[src/rtl/n4by4_b2_mul_arbiter.sv]
// Two-client arbiter around one shared 4x4 signed sequential multiplier.
//
// Ports:
//   clock              single clock, all state updates on the rising edge
//   reset_             synchronous active-low reset
//   req_a, req_b       client requests (4-phase handshake)
//   xa3_xa0, ya3_ya0   client A signed operands
//   xb3_xb0, yb3_yb0   client B signed operands
//   ack_a, ack_b       client acknowledges; product valid while high
//   p7_p0              registered signed product for the acknowledged client
//   busy               high whenever the FSM is not idle
//
// A granted operation takes one IDLE cycle, four shift-and-add cycles on
// operand magnitudes, and one SIGN cycle that applies the product sign.
module n4by4_b2_mul_arbiter (
    input  logic       clock,
    input  logic       reset_,
    input  logic       req_a,
    input  logic [3:0] xa3_xa0,
    input  logic [3:0] ya3_ya0,
    output logic       ack_a,
    input  logic       req_b,
    input  logic [3:0] xb3_xb0,
    input  logic [3:0] yb3_yb0,
    output logic       ack_b,
    output logic [7:0] p7_p0,
    output logic       busy
);

    typedef enum logic [1:0] {StIdle, StMul, StSign, StAck} state_t;

    state_t     r_state;
    state_t     w_state_d;

    logic       r_grant_b;  // 1: client B owns the multiplier
    logic       r_prio_b;   // 1: B wins the next tie
    logic [3:0] r_mcand;
    logic [3:0] r_mplier;
    logic       r_neg;
    logic [7:0] r_acc;
    logic [1:0] r_cnt;
    logic [7:0] r_p;
    logic       r_ack_a;
    logic       r_ack_b;

    logic       w_any_req;
    logic       w_grant_b;
    logic       w_req_grant;
    logic [3:0] w_sel_x;
    logic [3:0] w_sel_y;
    logic [7:0] w_partial;
    logic [7:0] w_acc_neg;

    // -8 maps to 4'b1000, which is read as unsigned 8.
    function automatic logic [3:0] mag(input logic [3:0] v);
        return v[3] ? (~v + 4'd1) : v;
    endfunction

    assign w_any_req   = req_a | req_b;
    assign w_grant_b   = (req_a & req_b) ? r_prio_b : req_b;
    assign w_req_grant = r_grant_b ? req_b : req_a;
    assign w_sel_x     = w_grant_b ? xb3_xb0 : xa3_xa0;
    assign w_sel_y     = w_grant_b ? yb3_yb0 : ya3_ya0;
    assign w_partial   = r_mplier[r_cnt] ? ({4'b0000, r_mcand} << r_cnt) : 8'h00;
    assign w_acc_neg   = ~r_acc + 8'd1;

    always_comb begin
        w_state_d = r_state;
        unique case (r_state)
            StIdle: if (w_any_req) w_state_d = StMul;
            StMul:  if (r_cnt == 2'd3) w_state_d = StSign;
            StSign: w_state_d = StAck;
            StAck:  if (!w_req_grant) w_state_d = StIdle;
            default: w_state_d = StIdle;
        endcase
    end

    always_ff @(posedge clock) begin
        if (!reset_) begin
            r_state <= StIdle;
        end else begin
            r_state <= w_state_d;
        end
    end

    always_ff @(posedge clock) begin
        if (!reset_) begin
            r_grant_b <= 1'b0;
            r_prio_b  <= 1'b0;
            r_mcand   <= 4'h0;
            r_mplier  <= 4'h0;
            r_neg     <= 1'b0;
            r_acc     <= 8'h00;
            r_cnt     <= 2'd0;
            r_p       <= 8'h00;
            r_ack_a   <= 1'b0;
            r_ack_b   <= 1'b0;
        end else begin
            unique case (r_state)
                StIdle: begin
                    if (w_any_req) begin
                        r_grant_b <= w_grant_b;
                        r_mcand   <= mag(w_sel_x);
                        r_mplier  <= mag(w_sel_y);
                        r_neg     <= w_sel_x[3] ^ w_sel_y[3];
                        r_acc     <= 8'h00;
                        r_cnt     <= 2'd0;
                    end
                end
                StMul: begin
                    r_acc <= r_acc + w_partial;
                    r_cnt <= r_cnt + 2'd1;
                end
                StSign: begin
                    // Negating zero yields zero, so -0 needs no special case.
                    r_p     <= r_neg ? w_acc_neg : r_acc;
                    r_ack_a <= ~r_grant_b;
                    r_ack_b <= r_grant_b;
                end
                StAck: begin
                    if (!w_req_grant) begin
                        r_ack_a  <= 1'b0;
                        r_ack_b  <= 1'b0;
                        r_prio_b <= ~r_grant_b;
                    end
                end
                default: ;
            endcase
        end
    end

    assign ack_a = r_ack_a;
    assign ack_b = r_ack_b;
    assign p7_p0 = r_p;
    assign busy  = (r_state != StIdle);

endmodule

[config.mk]
export PLATFORM = sky130hd
export DESIGN_NAME = n4by4_b2_mul_arbiter
export DESIGN_NICKNAME = d
export VERILOG_FILES = /design/src/rtl/n4by4_b2_mul_arbiter.sv
export SDC_FILE = /design/constraint.sdc
export NUM_CORES = 1
export LEC_CHECK = 0
export ABC_CLOCK_PERIOD_IN_PS = 2580
export BUFFER_PORTS_ARGS = -buffer_cell sky130_fd_sc_hd__clkbuf_2
export CORE_MARGIN = 5
export CORE_UTILIZATION = 45
export CTS_CLUSTER_SIZE = 10
export DETAILED_ROUTE_END_ITERATION = 7
export HOLD_SLACK_MARGIN = 0.05
export MAX_ROUTING_LAYER = met4
export PLACE_DENSITY = 0.68
export SLEW_MARGIN = 0
export SYNTH_ARGS = -nofsm -noshare
export SYNTH_HDL_FRONTEND = slang
export SYNTH_SLANG_ARGS = --single-unit
[constraint.sdc]
create_clock -name clock -period 2.58 [get_ports clock]
set_clock_uncertainty 0.1 [all_clocks]
set_input_delay 0.258 -clock clock [delete_from_list [all_inputs] [get_ports clock]]
set_output_delay 0.258 -clock clock [all_outputs]
set_load 0.005 [all_outputs]
== After elaboration in Yosys (flattened, before gate mapping) ==
Index checks and enable logic that the tools add are counted.

* Add/subtract/negate cells: 5
* Bitwise logic cells: 8
* Muxes and demuxes: 21
* Eq/ne operators: 7
* Shift-type cells: 1
* Order comparisons: 1
* Reductions and logical operators: 9

{| class="wikitable"
|+ Operators by type and width
! kind !! number
|-
| 8-bit 2-to-1 mux || 3
|-
| 4-bit 2-to-1 mux || 4
|-
| 8-bit one-hot mux with 2 select lines || 1
|-
| 4-bit by 1-bit adder with 4-bit output (second input constant) || 2
|-
| 8-bit by 1-bit adder with 8-bit output (second input constant) || 1
|-
| 8-bit adder || 1
|-
| 2-bit 2-to-1 mux || 4
|-
| 4-bit NOT || 2
|-
| 8-bit NOT || 1
|-
| 2-bit one-hot mux with 4 select lines || 1
|-
| 2-bit AND reduction || 4
|-
| 4-bit by 2-bit << shifter with 8-bit output || 1
|-
| 2-bit equality test (second input constant) || 3
|-
| 2-bit inequality test (second input constant) || 3
|-
| 2-bit nonzero test || 3
|-
| 1-bit 2-to-1 mux || 4
|-
| 1-bit one-hot mux with 2 select lines || 2
|-
| 2-bit one-hot mux with 2 select lines || 1
|-
| 2-bit by 3-bit < comparator with 1-bit output (second input constant) || 1
|-
| 3-bit AND reduction || 1
|-
| 2-bit by 1-bit adder with 2-bit output (second input constant) || 1
|-
| 1-bit binary-select mux with 2-bit select || 1
|-
| 2-bit by 1-bit equality test with 1-bit output (second input constant) || 1
|-
| 2-bit zero test || 1
|-
| 4 further kinds || 5
|}

* Output and inout port bits: 11
* Input port bits: 20
* Bits in registers: 33

== Depth between registers and ports, before layout ==
* Depth in word-level cells: 6
* Depth in mapped cells: 11
* Gate-level depth less buffers: 10

== Worst setup path before layout ==
No wires, ideal clock.

* Path kind: reg2reg
* Start: register r_cnt[1]
* End: register r_acc[7]
* Clock period less this slack: 2.624 ns
* Library setup time: 0.121 ns
* Required time: 2.359 ns
* Buffers on the path: 1
* Cell stages (with the launch flop): 10
* Arrival time: 2.403 ns
* Slack: -0.044 ns
* Cell sequence: dfxtp_1 > clkbuf_1 > mux2_2 > o211a_1 > ha_1 > o21ai_0 > o21bai_1 > a21oi_1 > a221oi_1 > mux2_2

* Longest elaborated chain between the ends: 5
* Elaborated cells on any way between the ends: 6
* Those cells by class: add/sub (1); shift (1); mux (4)

{| class="wikitable"
|+ RTL lines
! element !! RTL line !! source
|-
| start: declaration || 41 || <nowiki>logic [1:0] r_cnt;</nowiki>
|-
| start signal: assignment || 112 || <nowiki>r_cnt <= r_cnt + 2'd1;</nowiki>
|-
| 1-bit binary-select mux with 2-bit select || 64 || <nowiki>assign w_partial = r_mplier[r_cnt] ? ({4'b0000, r_mcand} << r_cnt) : 8'h00;</nowiki>
|-
| 1-bit 2-to-1 mux (not written as such) || 64 ||
|-
| 8-bit 2-to-1 mux * || 64 ||
|-
| 8-bit adder * || 111 || <nowiki>r_acc <= r_acc + w_partial;</nowiki>
|-
| 8-bit one-hot mux with 2 select lines * || 99 || <nowiki>unique case (r_state)</nowiki>
|-
| end signal: assignment || 111 ||
|-
| end: declaration || 40 || <nowiki>logic [7:0] r_acc;</nowiki>
|}

Mark *: on every way between the ends. The rest lies on a longest branch, timed or not. The select of a mux whose other input is x is not followed.
A chain may end at the register's enable or synchronous reset.

== Final worst setup path ==
* Start: register r_cnt[0]
* End: register r_acc[7]

The elaborated chain is that of the path after synthesis.

==> results.yml <==
synth:
  yosys_most_used_dff: "dfxtp_1"
  syn_inst: 252
  ys_types: 44
  synth_seq_area_share_pct: 31.4
  synthesis.area_mm2: 0.00210
  ys_warn_count: 0
  syn_nets: 288
  syn_area_per_cell_um2: 8.34
  synth_edf_count: 0
  yosys_register_bits: 33
  async_flop_share_pct: 0
sta:
  totalNegativeSetupSlack_ns: 0
  rsz0062_at_grt: "false"
  setup_viol: 0
  finalMaxSlewViolations: 0
  fin_ws_ns: 0.102
  worst_pin_slew_ns: 0.768
  period_minus_slack_ns: 2.48
  fin_crit_sh_pct: 96.1
  relSlewSlack_pct: 48.8
  maxClockFrequency_mhz: 403
  hold_violations: 0
worst_hold_path:
  hold_path.class: "input port to flop"
  worst_hold_path.endpoint: "r_mplier[1]$_SDFFE_PN0P_"
  hp-start: "ya3_ya0[1]"
  hold_depth: 3
route:
  drt-pass1-iter-count: 4
  wl_mm: 4.61
  drt-initial-drc-count: 94
  final_antenna_net_count: 0
  wl_per_cell_um: 13.6
  drc: 0
  vias_per_cell: 5.57
  via_count: 1881
critical_path:
  r2r_cells: 8
  end_kind: "flop"
  arrival_ns: 2.56
  startpoint_type: "flop"
  worstPathRequired_ns: 2.66
  rr_startpoint: "r_cnt[0]$_SDFFE_PN0P_"
  setup.worst_path.start: "r_cnt[0]$_SDFFE_PN0P_"
  rrSetupSlack_ns: 0.10
  path_class: "flop to flop"
  cp_max_fo: 3
  reg2reg_to: "r_acc[7]$_SDFFE_PN0P_"
power_and_ir_drop:
  power_density_mw_per_mm2: 879
  clkPwrFrac_pct: 26.6
  leakage_nw: 1.05
  pwr-share-comb_pct: 38.6
  power.internal_mw: 1.39
  ir_drop_mv: 0.416
  p_switching_mw: 0.772
  swShare_pct: 35.8
  seq_power_share_pct: 34.8
die:
  dieWidth_um: 78.3
  die_h_um: 78.3
  rows: 24
  dieArea_mm2: 0.00613
  initial_core_util_pct: 47.3
  core_mm2: 0.00444
  io_pins: 31
cells_and_area:
  areaGrowthSynthToFinish_pct: 16.8
  n_antenna_cell: 0
  design_area_mm2: 0.00245
  nets: 321
  final_layout_size_suffix_gt1_share_pct: 18.9
  final_util_pct: 55.2
flow_run:
  maxCapViolations: 0
clocking:
  clk_pin_slew_ns: 0.07
  clock_path_buffers: 2
  cts.htree.levels: 2
  cts_root_buf: "clkbuf_8"
  cts.sinks: 33
  tritoncts: "yes"
  cts_buffers: 5
  holdBufCountCts: 0
  clk_latency_ns: 0.29
place:
  port_buffers: 30
  hpwl_mm: 3.55
  place_area_mm2: 0.00232
  place_congestion: 0.852
  dpl_worst_slack_ns: 0.0723
grt:
  globalRouteOverflowTotal: 0
  grt_max_degree: 24
  track_usage_pct: 16.0
  grt_pass1_wl_mm: 7.71
  first_global_vias: 1725
  antenna_found_initial: 0
outcome:
  outcome: "finished, final reports clean"
-- synthesized netlist by cell type (all sizes together) (4+ instances only) --
cell type,instances,share of area [%]
a211oi,10,3.6
nand3,8,1.9
nand2,16,2.9
ha,15,8.9
mux2i,8,3.8
dfxtp,33,31
clkbuf,8,1.4
nor2,33,5.9
and2,4,1.2
inv,11,2.0
xnor2,4,1.7
o21ai,19,4.5
nor3,4,0.95
a21oi,16,3.8
nor3b,4,1.4
xor2,9,3.8
mux2,4,2.1
nor2b,4,1.2
a22oi,6,2.1
-- per-stage QoR --
| step | hold WS (ns) | cells | power [mW] |
|---|---|---|---|
| floorplan | 0.320 | 252 | 1.32 |
| global placement | 0.373 | 330 | 1.58 |
| detailed placement | 0.378 | 330 | 1.60 |
| CTS | 0.228 | 338 | 2.18 |
| global route | 0.276 | 338 | 2.32 |
| finish | 0.226 | 338 | 2.16 |
-- cell type report --
cell class	count	area, um2
Fill cell	421	1990
Multi-Input combinational cell	197	1350
Sequential cell	33	663
Timing Repair Buffer	37	203
Clock buffer	5	68.8
Clock inverter	3	65.1
Tap cell	52	65.1
Inverter	11	41.3
-- placed cells by master, fill, tap and decap left out, types with 2 or more instances in the layout --
master / instances
nand2b_1: 2
xnor2_1: 4
clkbuf_2: 30
mux2i_1: 8
nand2_1: 16
dfxtp_2: 2
o21ai_0: 17
o211ai_1: 3
nor2_1: 33
nor3_1: 4
o21ai_1: 2
buf_4: 7
or3_1: 2
bufinv_16: 2
a211oi_1: 10
a21o_1: 2
a21oi_1: 16
and2_1: 4
dfxtp_1: 31
o31ai_1: 3
clkbuf_8: 5
mux2_2: 4
a22oi_1: 6
nor3b_1: 4
inv_1: 10
o21bai_1: 3
mux4_2: 2
a221oi_1: 3
nand3_1: 8
nor2b_1: 4
xor2_1: 9
ha_1: 15
-- cell families after synthesis --
group                    Yosys count  synth area share, %
AND/OR/NAND/NOR                   81                 18.1
AO/OA/AOI/OAI                     73                 22.6
flip-flops                        33                 31.4
buffers and inverters             22                 4.41
adder cells (fa/ha/maj)           16                 9.89
multiplexers                      14                 8.10
XOR/XNOR                          13                 5.42
-- layer usage --
| layer | part of all wire, % | up-vias | track usage [%] |
|---|---|---|---|
| li1 | - | 977 | - |
| met4 | 1.8 | 0 | 5.59 |
| met2 | 47 | 40 | 27.1 |
| met5 | 0 | - | - |
| met3 | 4.3 | 10 | 4.00 |
| met1 | 47 | 854 | 18.4 |
-- critical path, cell delays in order (launching register included) --
cell      delay, ns
dfxtp_2        0.33
mux4_2         0.51
and2_1         0.16
ha_1           0.28
o21ai_0        0.10
o21bai_1       0.13
a21oi_1        0.11
a221oi_1       0.27
mux2_2         0.37
-- power by group through the flow --
stage,sequential [mW],combinational (mW),clock (mW)
floorplan,0.731,0.590,0
global placement,0.755,0.823,0
finish,0.750,0.833,0.575
CTS,0.748,0.840,0.590
detailed placement,0.759,0.836,0
global route,0.767,0.941,0.609
-- repair_timing --
action / in CTS / in global routing
resized for setup: 0 / 2
setup endpoints to repair: 0 / 2
buffers inserted: 0 / 0
endpoints found under the hold margin: 0 / 0
-- state kept, by name, summed over array words and instances (netlist names) --
signal,flops
r_acc,8
r_grant_b,1
r_mcand,4
ack_a,1
r_cnt,2
r_mplier,4
r_neg,1
r_prio_b,1
r_state,2
ack_b,1
p7_p0,8
-- worst max-delay path by stage --
| stage | cells after the start | end |
|---|---|---|
| 2_1_floorplan | 8 | r_acc[7]$_SDFFE_PN0P_ |
| 3_3_place_gp | 8 | r_acc[7]$_SDFFE_PN0P_ |
| 3_5_place_dp | 8 | r_acc[7]$_SDFFE_PN0P_ |
| 4_1_cts | 8 | r_acc[7]$_SDFFE_PN0P_ |
| 5_1_grt | 9 | r_acc[7]$_SDFFE_PN0P_ |
| 6_report | 8 | r_acc[7]$_SDFFE_PN0P_ |
No activity file was read; power rests on OpenSTA's default activity.
